`src/rtl/cpu_types.sv`:
```
// Shared CPU types: reservation-station tag, common data bus payload.
package cpu_types;
  localparam int NUM_CDB_REQ = 4;
  localparam int TAG_W       = 4;

  typedef logic [TAG_W-1:0] RS_tag_type;
  localparam RS_tag_type INVALID = '0;

  typedef struct packed {
    RS_tag_type  tag;
    logic [31:0] data;
  } cdb_t;
endpackage

```
`src/rtl/rr_picker.sv`:
```
// Combinational round-robin picker: one-hot grant to the first active
// index at or after ptr, wrapping NUM_REQ-1 -> 0.
module rr_picker #(
  parameter int NUM_REQ = 4,
  parameter int PTR_W   = (NUM_REQ > 1) ? $clog2(NUM_REQ) : 1
) (
  input  logic [NUM_REQ-1:0] active,
  input  logic [PTR_W-1:0]   ptr,
  output logic [NUM_REQ-1:0] grant
);
  logic             found;
  logic [PTR_W-1:0] idx;
  int               sum;

  always_comb begin
    grant = '0;
    found = 1'b0;
    idx   = '0;
    sum   = 0;
    for (int i = 0; i < NUM_REQ; i++) begin
      sum = int'(ptr) + i;
      if (sum >= NUM_REQ) sum = sum - NUM_REQ;
      idx = PTR_W'(sum);
      if (!found && active[idx]) begin
        grant[idx] = 1'b1;
        found      = 1'b1;
      end
    end
  end
endmodule

```
`src/rtl/cdb_arbiter.sv`:
```
// Common data bus arbiter: round-robin grant among result producers,
// registered broadcast, and per-requester starvation counters.
module cdb_arbiter
  import cpu_types::*;
#(
  parameter int NUM_REQ = NUM_CDB_REQ,
  parameter int WAIT_W  = 4
) (
  input  logic                            CLK,
  input  logic                            RST_N,
  input  logic       [NUM_REQ-1:0]        REQ_VALID,
  input  RS_tag_type [NUM_REQ-1:0]        REQ_TAG,
  input  logic       [NUM_REQ-1:0][31:0]  REQ_DATA,
  input  logic                            FLUSH,
  output logic       [NUM_REQ-1:0]        GRANT,
  output cdb_t                            CDB_OUT,
  output logic       [WAIT_W-1:0]         MAX_WAIT
);
  localparam int PTR_W = (NUM_REQ > 1) ? $clog2(NUM_REQ) : 1;
  localparam logic [WAIT_W-1:0] WAIT_SAT = '1;

  logic [PTR_W-1:0]                ptr_q, ptr_d;
  logic [NUM_REQ-1:0][WAIT_W-1:0]  wait_q, wait_d;
  logic [WAIT_W-1:0]               max_wait_q, max_wait_d;
  cdb_t                            cdb_q, cdb_d;

  logic [NUM_REQ-1:0] active;
  logic [PTR_W-1:0]   win;

  // Reset gating here keeps GRANT low for the whole reset window.
  always_comb begin
    active = '0;
    for (int i = 0; i < NUM_REQ; i++)
      active[i] = REQ_VALID[i] && (REQ_TAG[i] != INVALID) && !FLUSH && RST_N;
  end

  rr_picker #(.NUM_REQ(NUM_REQ), .PTR_W(PTR_W)) u_picker (
    .active (active),
    .ptr    (ptr_q),
    .grant  (GRANT)
  );

  always_comb begin
    win   = '0;
    cdb_d = '{tag: INVALID, data: 32'h0};
    for (int i = 0; i < NUM_REQ; i++) begin
      if (GRANT[i]) begin
        win   = PTR_W'(i);
        cdb_d = '{tag: REQ_TAG[i], data: REQ_DATA[i]};
      end
    end
    ptr_d = ptr_q;
    if (|GRANT)
      ptr_d = (win == PTR_W'(NUM_REQ - 1)) ? '0 : win + 1'b1;
  end

  // Inactive or granted requesters restart their wait from zero.
  always_comb begin
    wait_d     = '0;
    max_wait_d = '0;
    for (int i = 0; i < NUM_REQ; i++) begin
      if (active[i] && !GRANT[i])
        wait_d[i] = (wait_q[i] == WAIT_SAT) ? wait_q[i] : wait_q[i] + 1'b1;
      if (wait_d[i] > max_wait_d)
        max_wait_d = wait_d[i];
    end
  end

  always_ff @(posedge CLK or negedge RST_N) begin
    if (!RST_N) begin
      ptr_q      <= '0;
      wait_q     <= '0;
      max_wait_q <= '0;
      cdb_q      <= '{tag: INVALID, data: 32'h0};
    end else begin
      ptr_q      <= ptr_d;
      wait_q     <= wait_d;
      max_wait_q <= max_wait_d;
      cdb_q      <= cdb_d;
    end
  end

  assign CDB_OUT  = cdb_q;
  assign MAX_WAIT = max_wait_q;
endmodule

```
`config.mk`:
```
export PLATFORM = sky130hd
export DESIGN_NAME = cdb_arbiter
export DESIGN_NICKNAME = d
export VERILOG_FILES = /design/src/rtl/cpu_types.sv /design/src/rtl/rr_picker.sv /design/src/rtl/cdb_arbiter.sv
export SDC_FILE = /design/constraint.sdc
export NUM_CORES = 1
export LEC_CHECK = 0
export ABC_AREA = 1
export CORE_UTILIZATION = 42
export CTS_CLUSTER_SIZE = 24
export DETAILED_ROUTE_END_ITERATION = 12
export PLACE_DENSITY = 0.82
export SKIP_LAST_GASP = 1
export SLEW_MARGIN = 5
export SYNTH_ARGS = -nofsm -noshare
export SYNTH_HDL_FRONTEND = slang
export SYNTH_SLANG_ARGS = --single-unit
```
`constraint.sdc`:
```
create_clock -name CLK -period 5.9 [get_ports CLK]
set_input_delay 0.885 -clock CLK [delete_from_list [all_inputs] [get_ports CLK]]
set_output_delay 0.885 -clock CLK [all_outputs]
set_load 0.01 [all_outputs]
```
* Yosys cells after proc, flatten, opt, wreduce, memory -nomap -nowiden
Index checks and enable logic that the tools add are counted.
Storage, ports and cells: logic and storage cells 127, bits in registers 58
Cells by class: order comparisons 16, eq/ne operators 5, add/sub/neg operators 12, reduce and logical (&&, ||, !) cells 36, bitwise logic cells 3, muxes and demuxes 47
Operator list (count):
- $mux 36 | 4
- $mux 4 | 16
- $logic_and 1x1->1 | 23
- $add 4x1->4 const B | 4
- $eq 4x4->1 const B | 4
- $reduce_bool 4->1 | 4
- $mux 2 | 7
- $gt 4x4->1 | 3
- $lt 2x3->1 const B | 4
- $mux 1 | 12
- $or 4x4->4 | 3
- $ge 3x3->1 const B | 3
- $bmux 1 s2 | 4
- $demux 1 s2 | 4
- $ge 2x1->1 const B | 4
- $logic_not 1->1 | 8
- $sub 2x1->2 const B | 4
- $add 2x2->3 const B | 2
- $gt 4x1->1 const B | 1
- $reduce_or 4->1 | 1
- $add 2x1->3 const B | 1
- $ge 2x3->1 const B | 1
- $add 2x1->2 const B | 1
- $eq 2x2->1 const B | 1

* Depth between registers and ports, before layout
depth in word-level cells 27, depth in mapped cells 36

* Modules after synthesis
Synthesis repeated with hierarchy kept, for this count alone.
Second synthesis, totals: cells, all modules 552, area total of the unflattened synthesis 3978.8 µm²
Modules (own cells, without submodules):
- cdb_arbiter | area an instance 3582.2 µm², cells each 479, instances 1
- rr_picker | area an instance 396.6 µm², cells each 73, instances 1

* Least setup slack after synthesis
No wires, ideal clock.
kind input -> register, start point input port FLUSH, end point register max_wait_q[0] (netlist: MAX_WAIT[0]), buffers on the path 0, slack 0.863 ns, arrival 4.919 ns, required time 5.782 ns, stages 34, cells stage by stage inv_2 -> nand2_4 -> nor2_4 -> nand3_1 -> nand3_1 -> nand2_1 -> nand3_2 -> nor2_1 -> nor2_1 -> nand4_1 -> ha_1 -> nand2_1 -> inv_1 -> o21ai_0 -> a32oi_1 -> inv_1 -> nand2_1 -> nand2_1 -> ha_1 -> inv_1 -> nor2_1 -> o21ai_0 -> a32oi_1 -> inv_1 -> nand2_1 -> nand2_1 -> ha_1 -> nand2_1 -> inv_1 -> o21ai_0 -> a32oi_1 -> inv_1 -> nand3_1 -> nand2_1
Between the ends: word-level cells in the longest chain between the ends 26, elaborated cells on any way between the ends 53
Ends and longest elaborated chain:
- from (decl) | RTL line cdb_arbiter.sv:14 | input logic FLUSH,
- $logic_not 1->1 (*) | RTL line cdb_arbiter.sv:34 | active[i] = REQ_VALID[i] && (REQ_TAG[i] != INVALID) && !FLUSH && RST_N;
- $logic_and 1x1->1 (2 in a row) | RTL line cdb_arbiter.sv:34
- $bmux 1 s2 | RTL line rr_picker.sv:24 | if (!found && active[idx]) begin
- $mux 1 (implied by the code) | RTL line rr_picker.sv:24
- $mux 1 | RTL line rr_picker.sv:24
- $logic_not 1->1 | RTL line rr_picker.sv:24
- $logic_and 1x1->1 | RTL line rr_picker.sv:24
- $mux 1 | RTL line rr_picker.sv:24
- (+10 left out)
- $mux 4 | RTL line cdb_arbiter.sv:64 | if (wait_d[i] > max_wait_d)
- $gt 4x4->1 | RTL line cdb_arbiter.sv:64
- $mux 4 | RTL line cdb_arbiter.sv:64
- $gt 4x4->1 | RTL line cdb_arbiter.sv:64
- $mux 4 | RTL line cdb_arbiter.sv:64
- $gt 4x4->1 | RTL line cdb_arbiter.sv:64
- $mux 4 (*) | RTL line cdb_arbiter.sv:64
- net max_wait_d[0] | RTL line cdb_arbiter.sv:24 | logic [WAIT_W-1:0] max_wait_q, max_wait_d;
- to (signal assigned) | RTL line cdb_arbiter.sv:78 | max_wait_q <= max_wait_d;
- to (decl) | RTL line cdb_arbiter.sv:24
Mark *: on every way through the listed nets, which the timed path passes. The rest lies on a longest branch. The select of a mux whose other input is x is not followed. A chain may end at the register's enable or synchronous reset.

==> out/results.md <==
### Status
- **outcome** finished with violations
- **violated checks** DRC

### Power and ir drop
- **fraction of power spent switching nets** 50.8%
- **leakage power** 0.00304 µW
- **part of the power in combinational logic** 70.5%
- **part of the total power dissipated in sequential elements** 17.8%
- **internal power** 1700 µW
- **ratio of total power to cell area** 541 nW/µm²
- **maximum vdd ir drop** 0.000539 V
- **share of power burned in the clock network** 11.7%
- **switching pwr** 1760 µW

### Final layout
- **synth-to-layout area growth** 53.0%
- **# diodes** 0
- **fraction of layout instances using a drive strength above 1** 9.31%
- **total of fill cells in the finished design** 796
- **number of nets at the end of the flow** 931
- **post-route cell area** 6390 µm²
- **area of the multi-input gates** 2360 µm²
- **area of all sequential standard cells** 1450 µm²

### CTS
- **root buffer cell** sky130_fd_sc_hd__clkbuf_8
- **CTS H-tree lvls** 3
- **clock latency on the worst-skew pair** 0.33 ns
- **buffer depth of the longest clock path** 2
- **Reg clk slew, reported paths** 0.07 ns
- **total number of clock tree sinks** 58
- **CTS tree** done
- **TritonCTS buffer count** 9

### Global route
- **global-route wire length before repair** 22800 µm
- **via count of the first global-routing pass** 4719
- **remaining global-route overflow** 0
- **antenna violations before repair** 0
- **total routing resource utilization after global routing** 29.1%
- **pin count of the biggest net entering global routing** 59

### STA
- **Final period util** 93.4%
- **achievable clock frequency** 0.181 GHz
- **setup skew after layout** 0.00834 ns
- **number of hold violations in the final report** 0
- **tightest slew margin relative to the limit** 43.0%
- **crit path time final** 5.51 ns
- **post-route worst hold slack** 0.620 ns
- **pin slew with the least headroom to its limit** 0.853 ns
- **number of pins with negative max-slew slack in the final report** 0
- **Setup-failing EPs final** 0
- **post-route worst setup slack** 0.387 ns

### Floorplanning
- **Vert. Die Dim** 102 µm
- **Std-Cell Core Area** 9680 µm²
- **num rows** 36
- **overall die area** 10300 µm²
- **Die Span X** 102 µm
- **number of I/O pins** 195
- **initial cell density of the core** 43.1%

### Setup path
- **Data arrival, critical path** 5.73 ns
- **dominant delay contributor by cell family on the critical path** simple AND/OR/NAND/NOR gates
- **Max stage delay cell, worst path** sky130_fd_sc_hd__clkdlybuf4s50_1
- **buffer and inverter count on the worst path** 8
- **Worst path max stage delay** 0.42 ns
- **cell repeated most along the worst path** sky130_fd_sc_hd__nand2_1
- **type of the setup path with the least slack** primary input to flop
- **Crit Path Max Fanout** 5
- **required time of the critical path** 6.12 ns
- **Critical Path End Type** flop
- **CP Launch Type** primary input

### Synth
- **primary flip-flop cell chosen by synthesis mapping** sky130_fd_sc_hd__dfrtp_1
- **register area share after synthesis** 34.8%
- **Synth top cells by count** sky130_fd_sc_hd__nand2_1 (152), sky130_fd_sc_hd__nand3_1 (97), sky130_fd_sc_hd__dfrtp_1 (58), sky130_fd_sc_hd__inv_1 (47), sky130_fd_sc_hd__a21oi_1 (33)
- **compound-cell area share of the yosys netlist** 13.2%
- **biggest area consumer among synthesized cells** sky130_fd_sc_hd__dfrtp_1
- **flop and latch count out of synthesis** 58
- **main combinational cell family by area after synthesis** simple AND/OR/NAND/NOR gates
- **Avg Cell Area, Syn** 7.33 µm²
- **area share of fa/ha/maj cells after synthesis** 6.59%
- **Gate Count Post-Synth** 570
- **Synth Cell Area** 4180 µm²
- **simple-gate share of the synthesized area** 34.7%
- **XOR/XNOR share of the synthesized area** 0.839%
- **Mapped Nets** 743
- **multiplexer share of the synthesized area** 0.509%
- **EDFF count, synth** 0
- **cell types occupying the most area after synthesis** sky130_fd_sc_hd__dfrtp_1 (35%), sky130_fd_sc_hd__nand2_1 (14%), sky130_fd_sc_hd__nand3_1 (12%)
- **count of yosys warnings during synthesis** 0
- **number of different library cells in the post-synthesis netlist** 31
- **ys async rst share** 100%
- **share of Yosys cell area claimed by the top area cell type** 34.8%
- **most used standard cell by instance count after synthesis** sky130_fd_sc_hd__nand2_1

### Routing
- **final antenna-violating net count** 0
- **routed length on met1** 5610 µm
- **number of DRC violations after detailed routing** 1
- **met2 wirelength from detailed routing** 7220 µm
- **uppermost layer routed** met4
- **routed via count** 4742
- **drt wl/cell** 16.4 µm
- **final WL** 14700 µm
- **met3 wirelength from detailed routing** 1230 µm
- **post-DR vias/cell** 5.29
- **Iteration-0 DRC Markers** 314
- **TritonRoute pass-1 iters** 9

### Placement
- **count of input and output buffers** 194
- **area of placed instances** 6110 µm²
- **final weighted congestion in routability-driven placement** 0.961
- **pre-CTS setup slack** -0.178 ns
- **placed wire-length estimate** 10900 µm

### Run
- **total of max-cap violations** 0

### Worst hold path
- **path type of the worst min-delay path** flop to flop

[power by group through the flow]
| stage | clock network [µW] | registers (µW) | logic [µW] |
|---|---|---|---|
| 6_report | 404 | 616 | 2440 |
| 5_1_grt | 437 | 628 | 2700 |
| 4_1_cts | 414 | 615 | 2380 |
| 3_5_place_dp | 0 | 623 | 2370 |
| 3_3_place_gp | 0 | 618 | 2280 |
| 2_1_floorplan | 0 | 680 | 1630 |
[worst register-to-register path: cells and delay by family (launching register included)]
| kind | cells | cell delay (ns) |
|---|---|---|
| simple gates | 15 | 1.44 |
| fa+ha+maj | 4 | 1.33 |
| compound gates | 6 | 1.06 |
| buf+inv | 8 | 0.72 |
| flops | 1 | 0.55 |
[per-stage QoR]
stage	util (%)	setup TNS [ns]	cells	total power, µW
finish	66.0	0	896	3460
global route	66.0	-0.0629	896	3770
CTS	65.3	0	892	3400
detailed placement	63.1	-0.683	876	2990
global placement	63.1	0	876	2900
floorplan	-	0	570	2310
[layer usage]
metal / track usage, % / vias up
met2: 52.1 / 258
met1: 31.4 / 2160
met5: 0 / -
li1: - / 2274
met3: 7.11 / 50
met4: 16.2 / 0
[placed cells by master (no fill, tap or decap), drive strengths merged]
cell,instances
xnor2,4
nand2,156
clkdlybuf4s50,193
buf,9
nand4,8
o31ai,1
a21oi,43
ha,22
o21ai,49
a31oi,1
dfrtp,58
mux2i,1
inv,52
nor2,39
a32oi,3
bufinv,2
clkinv,3
nand3,99
mux2,1
clkbuf,9
and2,4
nor3,4
clkinvlp,2
[what timing repair did]
item	4_1_cts	5_1_grt
buffers inserted	0	4
resized for setup	0	8
setup endpoints to repair	0	4
hold buffers	0	0
[worst paths after layout]
kind | from | to | slack [ns] | cells after the start
max in group asynchronous | RST_N | CDB_OUT[31] | 4.57 | 2
worst max register to register | ptr_q[0] | MAX_WAIT[0] | 0.67 | 33
min in group asynchronous | RST_N | MAX_WAIT[2] | 0.83 | 2
worst max-delay path | REQ_TAG[11] | MAX_WAIT[0] | 0.39 | 35
worst min register to register | wait_q[12] | wait_q[12] | 0.62 | 3
worst min-delay path | wait_q[12] | wait_q[12] | 0.62 | 3
[sequential cells by signal (all words and copies together) (netlist names)]
name	count
MAX_WAIT	4
wait_q	16
CDB_OUT	36
ptr_q	2
[final cells by class]
type,count,share of cell area [%]
well taps,133,2.60
repair buffers,202,31.3
clock inverters,7,1.47
inverters,52,3.05
flip-flops and latches,58,22.7
multi-input cells,435,37.0
clock buffers,9,1.94
[logic make-up (layout without fill, tap and decap cells)]
group           Yosys count  count (layout)
compound gates           97              97
fa+ha+maj                22              22
buf+inv                  77             270
xor+xnor                  4               4
simple gates            310             310
mux                       2               2
flops                    58              58
(Power assumes the default switching activity.)
